--- src/rtl/tta_bundle_decoder_pkg.sv ---
// Shared definitions for the TTA bundle decoder: default geometry, slot field
// positions and the skid buffer state encoding.
package tta_bundle_decoder_pkg;

  localparam int DEF_SLOTS  = 2;
  localparam int DEF_ADDR_W = 7;
  localparam int DEF_LIT_W  = 12;

  // Slot layout, MSB to LSB: lit_mv, hl, dest, payload.
  function automatic int slot_width(input int addr_w, input int lit_w);
    return 2 + addr_w + lit_w;
  endfunction

  function automatic int lit_mv_bit(input int slot_w);
    return slot_w - 1;
  endfunction

  function automatic int hl_bit(input int slot_w);
    return slot_w - 2;
  endfunction

  typedef enum logic [1:0] {
    SKID_EMPTY = 2'd0,
    SKID_ONE   = 2'd1,
    SKID_FULL  = 2'd2
  } skid_state_e;

endpackage

--- src/rtl/tta_skid_buffer.sv ---
// Generic 2-entry valid/ready buffer: an output register plus one skid entry.
// in_ready depends only on local state and rst, never on out_ready.
module tta_skid_buffer
  import tta_bundle_decoder_pkg::*;
#(
  parameter int W = 8
) (
  input  logic         clk,
  input  logic         rst,
  input  logic         in_valid,
  output logic         in_ready,
  input  logic [W-1:0] in_data,
  output logic         out_valid,
  input  logic         out_ready,
  output logic [W-1:0] out_data
);

  skid_state_e  state, state_next;
  logic [W-1:0] skid_data;
  logic         accept, emit;
  logic         load_out, load_skid, from_skid;

  assign in_ready  = (state != SKID_FULL) && !rst;
  assign out_valid = (state != SKID_EMPTY);
  assign accept    = in_valid & in_ready;
  assign emit      = out_valid & out_ready;

  // NOTE: every signal gets a default before the case so no path leaves one unassigned (no latches).
  always_comb begin
    state_next = state;
    load_out   = 1'b0;
    load_skid  = 1'b0;
    from_skid  = 1'b0;
    unique case (state)
      SKID_EMPTY: begin
        if (accept) begin
          load_out   = 1'b1;
          state_next = SKID_ONE;
        end
      end
      SKID_ONE: begin
        if (emit && accept) begin
          load_out = 1'b1;
        end else if (emit) begin
          state_next = SKID_EMPTY;
        end else if (accept) begin
          load_skid  = 1'b1;
          state_next = SKID_FULL;
        end
      end
      SKID_FULL: begin
        // in_ready is low here, so only the drain into the output register can happen.
        if (emit) begin
          load_out   = 1'b1;
          from_skid  = 1'b1;
          state_next = SKID_ONE;
        end
      end
      default: state_next = SKID_EMPTY;
    endcase
  end

  // NOTE: sequential state uses non-blocking assignments so all flops update from pre-edge values.
  always_ff @(posedge clk) begin
    if (rst) begin
      state    <= SKID_EMPTY;
      out_data <= '0;
    end else begin
      state <= state_next;
      if (load_out) out_data <= from_skid ? skid_data : in_data;
    end
  end

  // NOTE: the skid entry is not reset; it is only ever read while state says it holds data.
  always_ff @(posedge clk) begin
    if (load_skid) skid_data <= in_data;
  end

endmodule

--- src/rtl/tta_bundle_decoder.sv ---
// Decodes a bundle of SLOTS move/literal slots: NOP suppression, same-bundle
// destination conflict resolution (highest slot wins) and high/low literal merging.
module tta_bundle_decoder
  import tta_bundle_decoder_pkg::*;
#(
  parameter int SLOTS  = DEF_SLOTS,
  parameter int ADDR_W = DEF_ADDR_W,
  parameter int LIT_W  = DEF_LIT_W,
  localparam int SLOT_W  = slot_width(ADDR_W, LIT_W),
  localparam int INSTR_W = SLOTS * SLOT_W
) (
  input  logic                      clk,
  input  logic                      rst,
  input  logic                      in_valid,
  output logic                      in_ready,
  input  logic [INSTR_W-1:0]        instr,
  output logic                      out_valid,
  input  logic                      out_ready,
  output logic [SLOTS-1:0]          out_slot_vld,
  output logic [SLOTS-1:0]          out_lit_mv,
  output logic [SLOTS-1:0]          out_hl,
  output logic [SLOTS*ADDR_W-1:0]   out_src,
  output logic [SLOTS*ADDR_W-1:0]   out_dest,
  output logic [SLOTS*2*LIT_W-1:0]  out_imm,
  output logic                      out_conflict
);

  localparam int LM_BIT   = lit_mv_bit(SLOT_W);
  localparam int HL_BIT   = hl_bit(SLOT_W);
  localparam int IMM_W    = 2 * LIT_W;
  localparam int BUNDLE_W = 1 + 3*SLOTS + 2*SLOTS*ADDR_W + SLOTS*IMM_W;

  logic [SLOTS-1:0]        f_lm, f_hl, live, kill;
  logic [ADDR_W-1:0]       f_dest [SLOTS];
  logic [ADDR_W-1:0]       f_src  [SLOTS];
  logic [LIT_W-1:0]        f_lit  [SLOTS];

  logic [SLOTS-1:0]        d_vld, d_lm, d_hl;
  logic [SLOTS*ADDR_W-1:0] d_src, d_dest;
  logic [SLOTS*IMM_W-1:0]  d_imm;
  logic                    d_conflict;

  logic [LIT_W-1:0]        pfx [SLOTS];
  logic [SLOTS-1:0]        pfx_v;
  logic                    accept;
  logic [BUNDLE_W-1:0]     out_bundle;

  assign accept = in_valid & in_ready;

  always_comb begin
    for (int i = 0; i < SLOTS; i++) begin
      f_lm[i]   = instr[i*SLOT_W + LM_BIT];
      f_hl[i]   = instr[i*SLOT_W + HL_BIT];
      f_dest[i] = instr[i*SLOT_W + LIT_W +: ADDR_W];
      f_lit[i]  = instr[i*SLOT_W +: LIT_W];
      f_src[i]  = f_lit[i][LIT_W-1 -: ADDR_W];
      live[i]   = f_lm[i] | (|f_dest[i]) | (|f_src[i]);
    end
  end

  // A live slot is killed when any later live slot writes the same destination.
  always_comb begin
    kill = '0;
    for (int i = 0; i < SLOTS; i++) begin
      for (int j = i + 1; j < SLOTS; j++) begin
        if (live[i] && live[j] && (f_dest[i] == f_dest[j])) kill[i] = 1'b1;
      end
    end
  end

  // Dropped slots and the fields a slot kind does not use are all driven to zero.
  always_comb begin
    d_vld      = '0;
    d_lm       = '0;
    d_hl       = '0;
    d_src      = '0;
    d_dest     = '0;
    d_imm      = '0;
    d_conflict = |(live & kill);
    for (int i = 0; i < SLOTS; i++) begin
      d_vld[i] = live[i] & ~kill[i];
      if (d_vld[i]) begin
        d_lm[i]                       = f_lm[i];
        d_dest[i*ADDR_W +: ADDR_W]    = f_dest[i];
        if (f_lm[i]) begin
          d_hl[i] = f_hl[i];
          d_imm[i*IMM_W +: IMM_W] = f_hl[i] ? {f_lit[i], {LIT_W{1'b0}}}
                                            : {(pfx_v[i] ? pfx[i] : {LIT_W{1'b0}}), f_lit[i]};
        end else begin
          d_src[i*ADDR_W +: ADDR_W] = f_src[i];
        end
      end
    end
  end

  always_ff @(posedge clk) begin
    if (rst) begin
      pfx_v <= '0;
    end else if (accept) begin
      for (int i = 0; i < SLOTS; i++) begin
        if (d_vld[i] && f_lm[i]) pfx_v[i] <= f_hl[i];
      end
    end
  end

  always_ff @(posedge clk) begin
    if (accept) begin
      for (int i = 0; i < SLOTS; i++) begin
        if (d_vld[i] && f_lm[i] && f_hl[i]) pfx[i] <= f_lit[i];
      end
    end
  end

  tta_skid_buffer #(.W(BUNDLE_W)) u_skid (
    .clk       (clk),
    .rst       (rst),
    .in_valid  (in_valid),
    .in_ready  (in_ready),
    .in_data   ({d_conflict, d_vld, d_lm, d_hl, d_src, d_dest, d_imm}),
    .out_valid (out_valid),
    .out_ready (out_ready),
    .out_data  (out_bundle)
  );

  assign {out_conflict, out_slot_vld, out_lit_mv, out_hl, out_src, out_dest, out_imm} = out_bundle;

endmodule

--- config.mk ---
export PLATFORM = sky130hd
export DESIGN_NAME = tta_bundle_decoder
export DESIGN_NICKNAME = d
export VERILOG_FILES = /design/src/rtl/tta_bundle_decoder_pkg.sv /design/src/rtl/tta_skid_buffer.sv /design/src/rtl/tta_bundle_decoder.sv
export SDC_FILE = /design/constraint.sdc
export NUM_CORES = 1
export LEC_CHECK = 0
export BUFFER_PORTS_ARGS = -buffer_cell sky130_fd_sc_hd__buf_2
export CAP_MARGIN = 30
export CORE_MARGIN = 3
export CORE_UTILIZATION = 56
export CTS_CLUSTER_SIZE = 28
export DETAILED_ROUTE_END_ITERATION = 8
export PLACE_DENSITY = 0.86
export SYNTH_ARGS = -nofsm -noshare
export SYNTH_HDL_FRONTEND = slang
export SYNTH_SLANG_ARGS = --single-unit
--- constraint.sdc ---
create_clock -name clk -period 8.85 [get_ports clk]
set_clock_uncertainty 0.1 [all_clocks]
set_input_delay 0.4425 -clock clk [delete_from_list [all_inputs] [get_ports clk]]
set_output_delay 0.4425 -clock clk [all_outputs]
set_load 0.005 [all_outputs]
# ---- Word-level counts from Yosys, hierarchy flattened
# Memories as Yosys holds them, arrays and structs flattened.
# Cells that the tools add are included.
dict set report classes {
  n_eq_ne 8
  muxes 42
  bitwise_logic 9
  reduce_logical 19
}
# operator count
set ops {}
lappend ops {{$mux 24} 6}
lappend ops {{$mux 83} 1}
lappend ops {{$mux 7} 6}
lappend ops {{$reduce_or 7->1} 4}
lappend ops {{$mux 12} 2}
lappend ops {{$mux 1} 20}
lappend ops {{$mux 2} 5}
lappend ops {{$logic_and 1x1->1} 8}
lappend ops {{$eq 7x7->1} 1}
lappend ops {{$pmux 2 s3} 1}
lappend ops {{$ne 2x1->1 const B} 2}
lappend ops {{$ne 2x2->1 const B} 2}
lappend ops {{$or 1x1->1} 4}
lappend ops {{$reduce_and 2->1} 2}
lappend ops {{$reduce_and 4->1} 1}
lappend ops {{$and 1x1->1} 3}
lappend ops {{$ne 3x1->1 const B} 1}
lappend ops {{$pmux 1 s3} 1}
lappend ops {{$and 2x1->2} 1}
lappend ops {{$eq 2x1->1 const B} 1}
lappend ops {{$eq 2x2->1 const B} 1}
lappend ops {{$logic_not 2->1} 1}
lappend ops {{$reduce_bool 2->1} 1}
lappend ops {{$reduce_or 2->1} 1}
lappend ops {{2 further kinds} 2}
dict set report totals {
  register_bits 170
  mem_bits_rw 24
  input_bits 46
  out_inout_bits 85
  wordCells 84
  mem_count 1
}
# name depth word_bits rd rd_clocked_by_memory_dff wr line_no
set mem_list {}
lappend mem_list {pfx 2 12 2 0 2 tta_bundle_decoder.sv:43} ;# logic [LIT_W-1:0] pfx [SLOTS];

# ---- Longest topological paths before layout
dict set report depth {
  word_depth 13
  mapped_depth 9
  mapped_depth_nobuf 5
}

# ---- Modules after synthesis
# From an unflattened synthesis, not the netlist that was laid out.
dict set report unflattened {
  cells_unflattened 665
  hier_area_um2 8729.6
}
# mod instances cells_each area_per_inst_um2 seq_area_each_um2
set by_module_without_submodules {}
lappend by_module_without_submodules {tta_skid_buffer 1 483 6874.1 4194.0}
lappend by_module_without_submodules {tta_bundle_decoder 1 182 1855.5 760.7}

# ---- Worst setup path before layout
# Ideal clock, no wire load.
dict set report synth_timing {
  path_kind {input-to-reg}
  from {input rst}
  to {register u_skid.skid_data[0] (enable)}
  setup_ns 0.627
  t_arrival_ns 6.421
  required_ns 8.123
  setup_slack_ns 1.703
  stages 3
  n_path_buf 1
  cell_sequence {clkbuf_1 > nand2b_1 > nor3_1}
}
dict set report synth_via {
  elab_chain_cells 7
  elab_cells_between_ends 8
  classes_between {mux: 4; bitwise: 1; reduce/logical: 3}
}
# item line_no
set synth_rtl {}
lappend synth_rtl {{from (decl)} tta_bundle_decoder.sv:13} ;# input logic rst,
lappend synth_rtl {{$logic_not 1->1 (*)} tta_skid_buffer.sv:23} ;# assign in_ready = (state != SKID_FULL) && !rst;
lappend synth_rtl {{$logic_and 1x1->1 (*)} tta_skid_buffer.sv:23}
lappend synth_rtl {{$and 1x1->1 (*)} tta_skid_buffer.sv:25} ;# assign accept = in_valid & in_ready;
lappend synth_rtl {{$mux 1} tta_skid_buffer.sv:46} ;# end else if (accept) begin
lappend synth_rtl {{$mux 1} tta_skid_buffer.sv:44} ;# end else if (emit) begin
lappend synth_rtl {{$mux 1 (*)} tta_skid_buffer.sv:42} ;# if (emit && accept) begin
lappend synth_rtl {{$mux 1 (*)} tta_skid_buffer.sv:34} ;# unique case (state)
lappend synth_rtl {{net u_skid.load_skid} tta_skid_buffer.sv:21} ;# logic load_out, load_skid, from_skid;
lappend synth_rtl {{to (signal assigned)} tta_skid_buffer.sv:76} ;# if (load_skid) skid_data <= in_data;
lappend synth_rtl {{to (decl)} tta_skid_buffer.sv:19} ;# logic [W-1:0] skid_data;
# The timed path passes the listed nets; every way through them passes the cells marked *.
# A chain may end at the register's enable or synchronous reset.

# ---- Worst setup path after layout
dict set report layout_timing {
  from {register u_skid.state[1]}
  to {register u_skid.out_data[43]}
}
dict set report layout_via {
  elab_chain_cells 6
  elab_cells_between_ends 15
  classes_between {eq/ne: 3; mux: 6; bitwise: 2; reduce/logical: 4}
}
# item line_no
set layout_rtl {}
lappend layout_rtl {{from (decl)} tta_skid_buffer.sv:18} ;# skid_state_e state, state_next;
lappend layout_rtl {{from (signal assigned)} tta_skid_buffer.sv:69} ;# state <= state_next;
lappend layout_rtl {{$ne 2x2->1} tta_skid_buffer.sv:23}
lappend layout_rtl {{$logic_and 1x1->1} tta_skid_buffer.sv:23}
lappend layout_rtl {{$and 1x1->1} tta_skid_buffer.sv:25}
lappend layout_rtl {{$logic_and 1x1->1} tta_skid_buffer.sv:42}
lappend layout_rtl {{$mux 1} tta_skid_buffer.sv:42}
lappend layout_rtl {{$pmux 1 s3} tta_skid_buffer.sv:34}
lappend layout_rtl {{to (signal assigned)} tta_skid_buffer.sv:70} ;# if (load_out) out_data <= from_skid ? skid_data : in_data;
lappend layout_rtl {{to (decl)} tta_skid_buffer.sv:15} ;# output logic [W-1:0] out_data
# Parallel ways exist; a longest one is shown, timed or not.

==> flow_metrics.py <==
metrics = {
    "status": {
        "status": "complete, no violations",
    },
    "yosys": {
        "synth_area_leaders": "edfxtp_1 39%, dfxtp_1 21%, nor2_1 4.8%",
        "yosysSeqAreaShare_pct": 60.6,
        "yosysTopAreaCell": "edfxtp_1",
        "synth_top_area_share_pct": 39.3,
        "synthFlopType": "edfxtp_1",
        "ys_types": 44,
        "avgSynthCellArea_um2": 11.4,
        "synth-edff-count": 107,
        "ys_seq_elements": 194,
        "syn_inst": 717,
        "synthArstFlopShare_pct": 0,
        "yosys_warnings": 0,
        "synth_nets": 763,
        "synth_area_mm2": 0.00818,
    },
    "grt": {
        "antenna_found_initial": 0,
        "grt_usage_pct": 23.5,
        "grt_pass1_wl_mm": 30.0,
        "gr-total-overflow": 0,
        "grtUsageMet1_pct": 32.3,
        "grt_pass1_vias": 5734,
        "grt_max_degree": 71,
        "busiest_layer": "met2",
        "use_met3_pct": 5.60,
        "grt_use_met2_pct": 37.0,
    },
    "cts": {
        "htree_levels": 4,
        "clkTransAtPathRegs_ns": 0.06,
        "cts_tree": "yes",
        "hold_buffers": 0,
        "clk_latency_ns": 0.42,
        "clock-sinks": 194,
        "clockBufferDepth": 2,
        "cts_setup_buffers": 0,
        "cts_root_buf": "clkbuf_16",
        "ctsResizeCount": 0,
        "numCtsBuffers": 17,
    },
    "die": {
        "start_util_pct": 58.0,
        "die_w_um": 127,
        "pin_count": 131,
        "row_count": 43,
        "coreArea_mm2": 0.0141,
        "die_h_um": 127,
        "die-area_mm2": 0.0161,
    },
    "critical_path": {
        "rr_endpoint": "u_skid.out_data[43]",
        "arrival_ns": 3.72,
        "path_cells": "nor2b_1 -> and2_4 -> or2_4 -> buf_4 -> buf_16 -> nor2_1 -> a311oi_2",
        "criticalPathCategory": "flip-flop to flip-flop",
        "start_kind": "flip-flop",
        "rrSetupSlack_ns": 5.36,
        "slowest_stage": "and2_4",
        "r2r_cells": 7,
        "crit_fanout": 70,
        "r2r_start": "u_skid.state[1]",
        "cp_slowest_stage_delay_ns": 0.72,
        "cp-end-kind": "flip-flop",
        "required_ns": 9.08,
    },
    "run": {
        "max_cap_viol_count": 0,
    },
    "finish": {
        "area_growth_pct": 14.8,
        "n_antenna_cell": 0,
        "layout_common_cells": "130 x buf_2, 107 x edfxtp_1, 104 x nor2_1",
        "final_cell_area_mm2": 0.00939,
        "layout_commonest_cell": "buf_2",
        "final_layout_size_suffix_gt1_share_pct": 26.4,
        "nNetsFinal": 853,
        "layoutNonFillerInstCount": 999,
        "final_util_pct": 66.6,
    },
    "timing": {
        "slew_headroom_pct": 29.7,
        "fmax_mhz": 286,
        "setup_viol": 0,
        "fin_setup_tns_ns": 0,
        "fin_ws_ns": 5.36,
        "tightest_slew_ns": 1.05,
        "period_minus_slack_ns": 3.49,
        "holdWs_ns": 0.124,
        "fin_crit_sh_pct": 39.5,
        "finalHoldViolCount": 0,
        "slew_viol_final": 0,
        "rsz0062_at_grt": "false",
    },
    "power_and_ir_drop": {
        "power_frac_clock_pct": 37.3,
        "power_mw": 1.92,
        "cellPowerDensity_mw_per_mm2": 204,
        "p_sw_mw": 0.455,
        "ir_drop_mv": 0.171,
        "seq_power_share_pct": 52.5,
        "switching_share_pct": 23.7,
        "internal_power_mw": 1.46,
        "p_comb_share_pct": 10.2,
        "p_leak_nw": 3.63,
    },
    "drt": {
        "wirelength_mm": 18.9,
        "viasPerCell": 6.01,
        "first_iter_violations": 697,
        "vias": 6005,
        "dr.pass1.iters": 5,
        "antenna_left": 0,
        "drc": 0,
        "wl_per_cell_um": 18.9,
    },
    "worst_hold_path": {
        "hold_path_startpoint": "instr[24]",
        "whs_path_depth": 1,
        "hp-class": "input port to flip-flop",
        "min_to": "pfx[0][15]",
    },
    "placement": {
        "hpwl_mm": 11.9,
        "place_inst": 967,
        "port_buffers": 130,
        "place_area_mm2": 0.00883,
        "place_congestion": 0.813,
        "place_ws_ns": 5.42,
    },
}
## kinds of logic (layout without fill, tap and decap cells)
kind of cell | after synthesis | count (layout) | share of synthesized area [%]
muxes | 20 | 20 | 2.45
xor gates and xnor gates | 7 | 7 | 0.749
and+or+nand+nor | 223 | 223 | 12.8
buffers and inverters | 84 | 186 | 4.83
AOI/OAI and AO/OA | 189 | 189 | 18.6
DFF | 194 | 194 | 60.6
## layer usage
layer,vias to the layer above,wire length (um)
met4,0,280
met5,-,0
met3,23,1510
met1,2913,8100
met2,268,9010
li1,2801,-
## cell usage after synthesis (2+ instances only)
library cell  count
clkbuf_1         39
buf_2            20
buf_6             7
nand2_1          44
or3_1             2
nor2_1          104
nor2b_1          16
dfxtp_1          87
a31o_2            2
edfxtp_1        107
nor4_1            6
a221oi_1          6
a311oi_2         20
and3_1            8
a211oi_2         19
xor2_1            7
inv_1            15
a32oi_1          19
mux2i_1          20
nor3_1            4
nand3_1           5
and4_1            2
nand2b_1          3
and2_1           21
o21ai_0          37
a21oi_1          39
clkbuf_2          2
a211oi_1          5
a22oi_1          36
## area by class of cell
class                      count  area, um2
tap                          180        225
sequential                   194       4950
timing repair buffer         139        767
clock inverter                10       85.1
multi-input combinational    439       2840
clock buffer                  21        460
inverter                      16       60.1
fill                        1024       4700
## state kept, by name (all words and copies together), names as in the netlist
register	count
pfx	24
pfx_v	2
u_skid.out_data	83
u_skid.skid_data	83
u_skid.state	2
## worst max-delay path: cells and delay by family (launching register included)
family	cells	cell delay [ns]
AND/OR/NAND/NOR	4	1.77
buffers and inverters	2	0.75
flip-flops	1	0.46
AO/OA/AOI/OAI	1	0.25
## power groups by stage
stage | Combinational (mW) | Clock, mW | Sequential [mW]
after detailed placement | 0.193 | 0 | 1.03
after floorplan | 0.119 | 0 | 1.03
final | 0.196 | 0.715 | 1.01
after CTS | 0.195 | 0.720 | 1.01
after global routing | 0.216 | 0.761 | 1.01
after global placement | 0.185 | 0 | 1.02
## worst max-delay path by stage
stage | from | endpoint | slack, ns | cells past startpoint
global route | u_skid.state[1] | u_skid.out_data[36] | 5.04 | 7
finish | u_skid.state[1] | u_skid.out_data[43] | 5.36 | 7
CTS | u_skid.state[1] | u_skid.out_data[43] | 5.38 | 7
global placement | rst | u_skid.out_data[38] | 5.26 | 8
detailed placement | u_skid.state[1] | u_skid.out_data[43] | 5.42 | 7
floorplan | rst | u_skid.skid_data[0] | 1.70 | 3
Note: power is estimated with default switching activity, not from simulation.
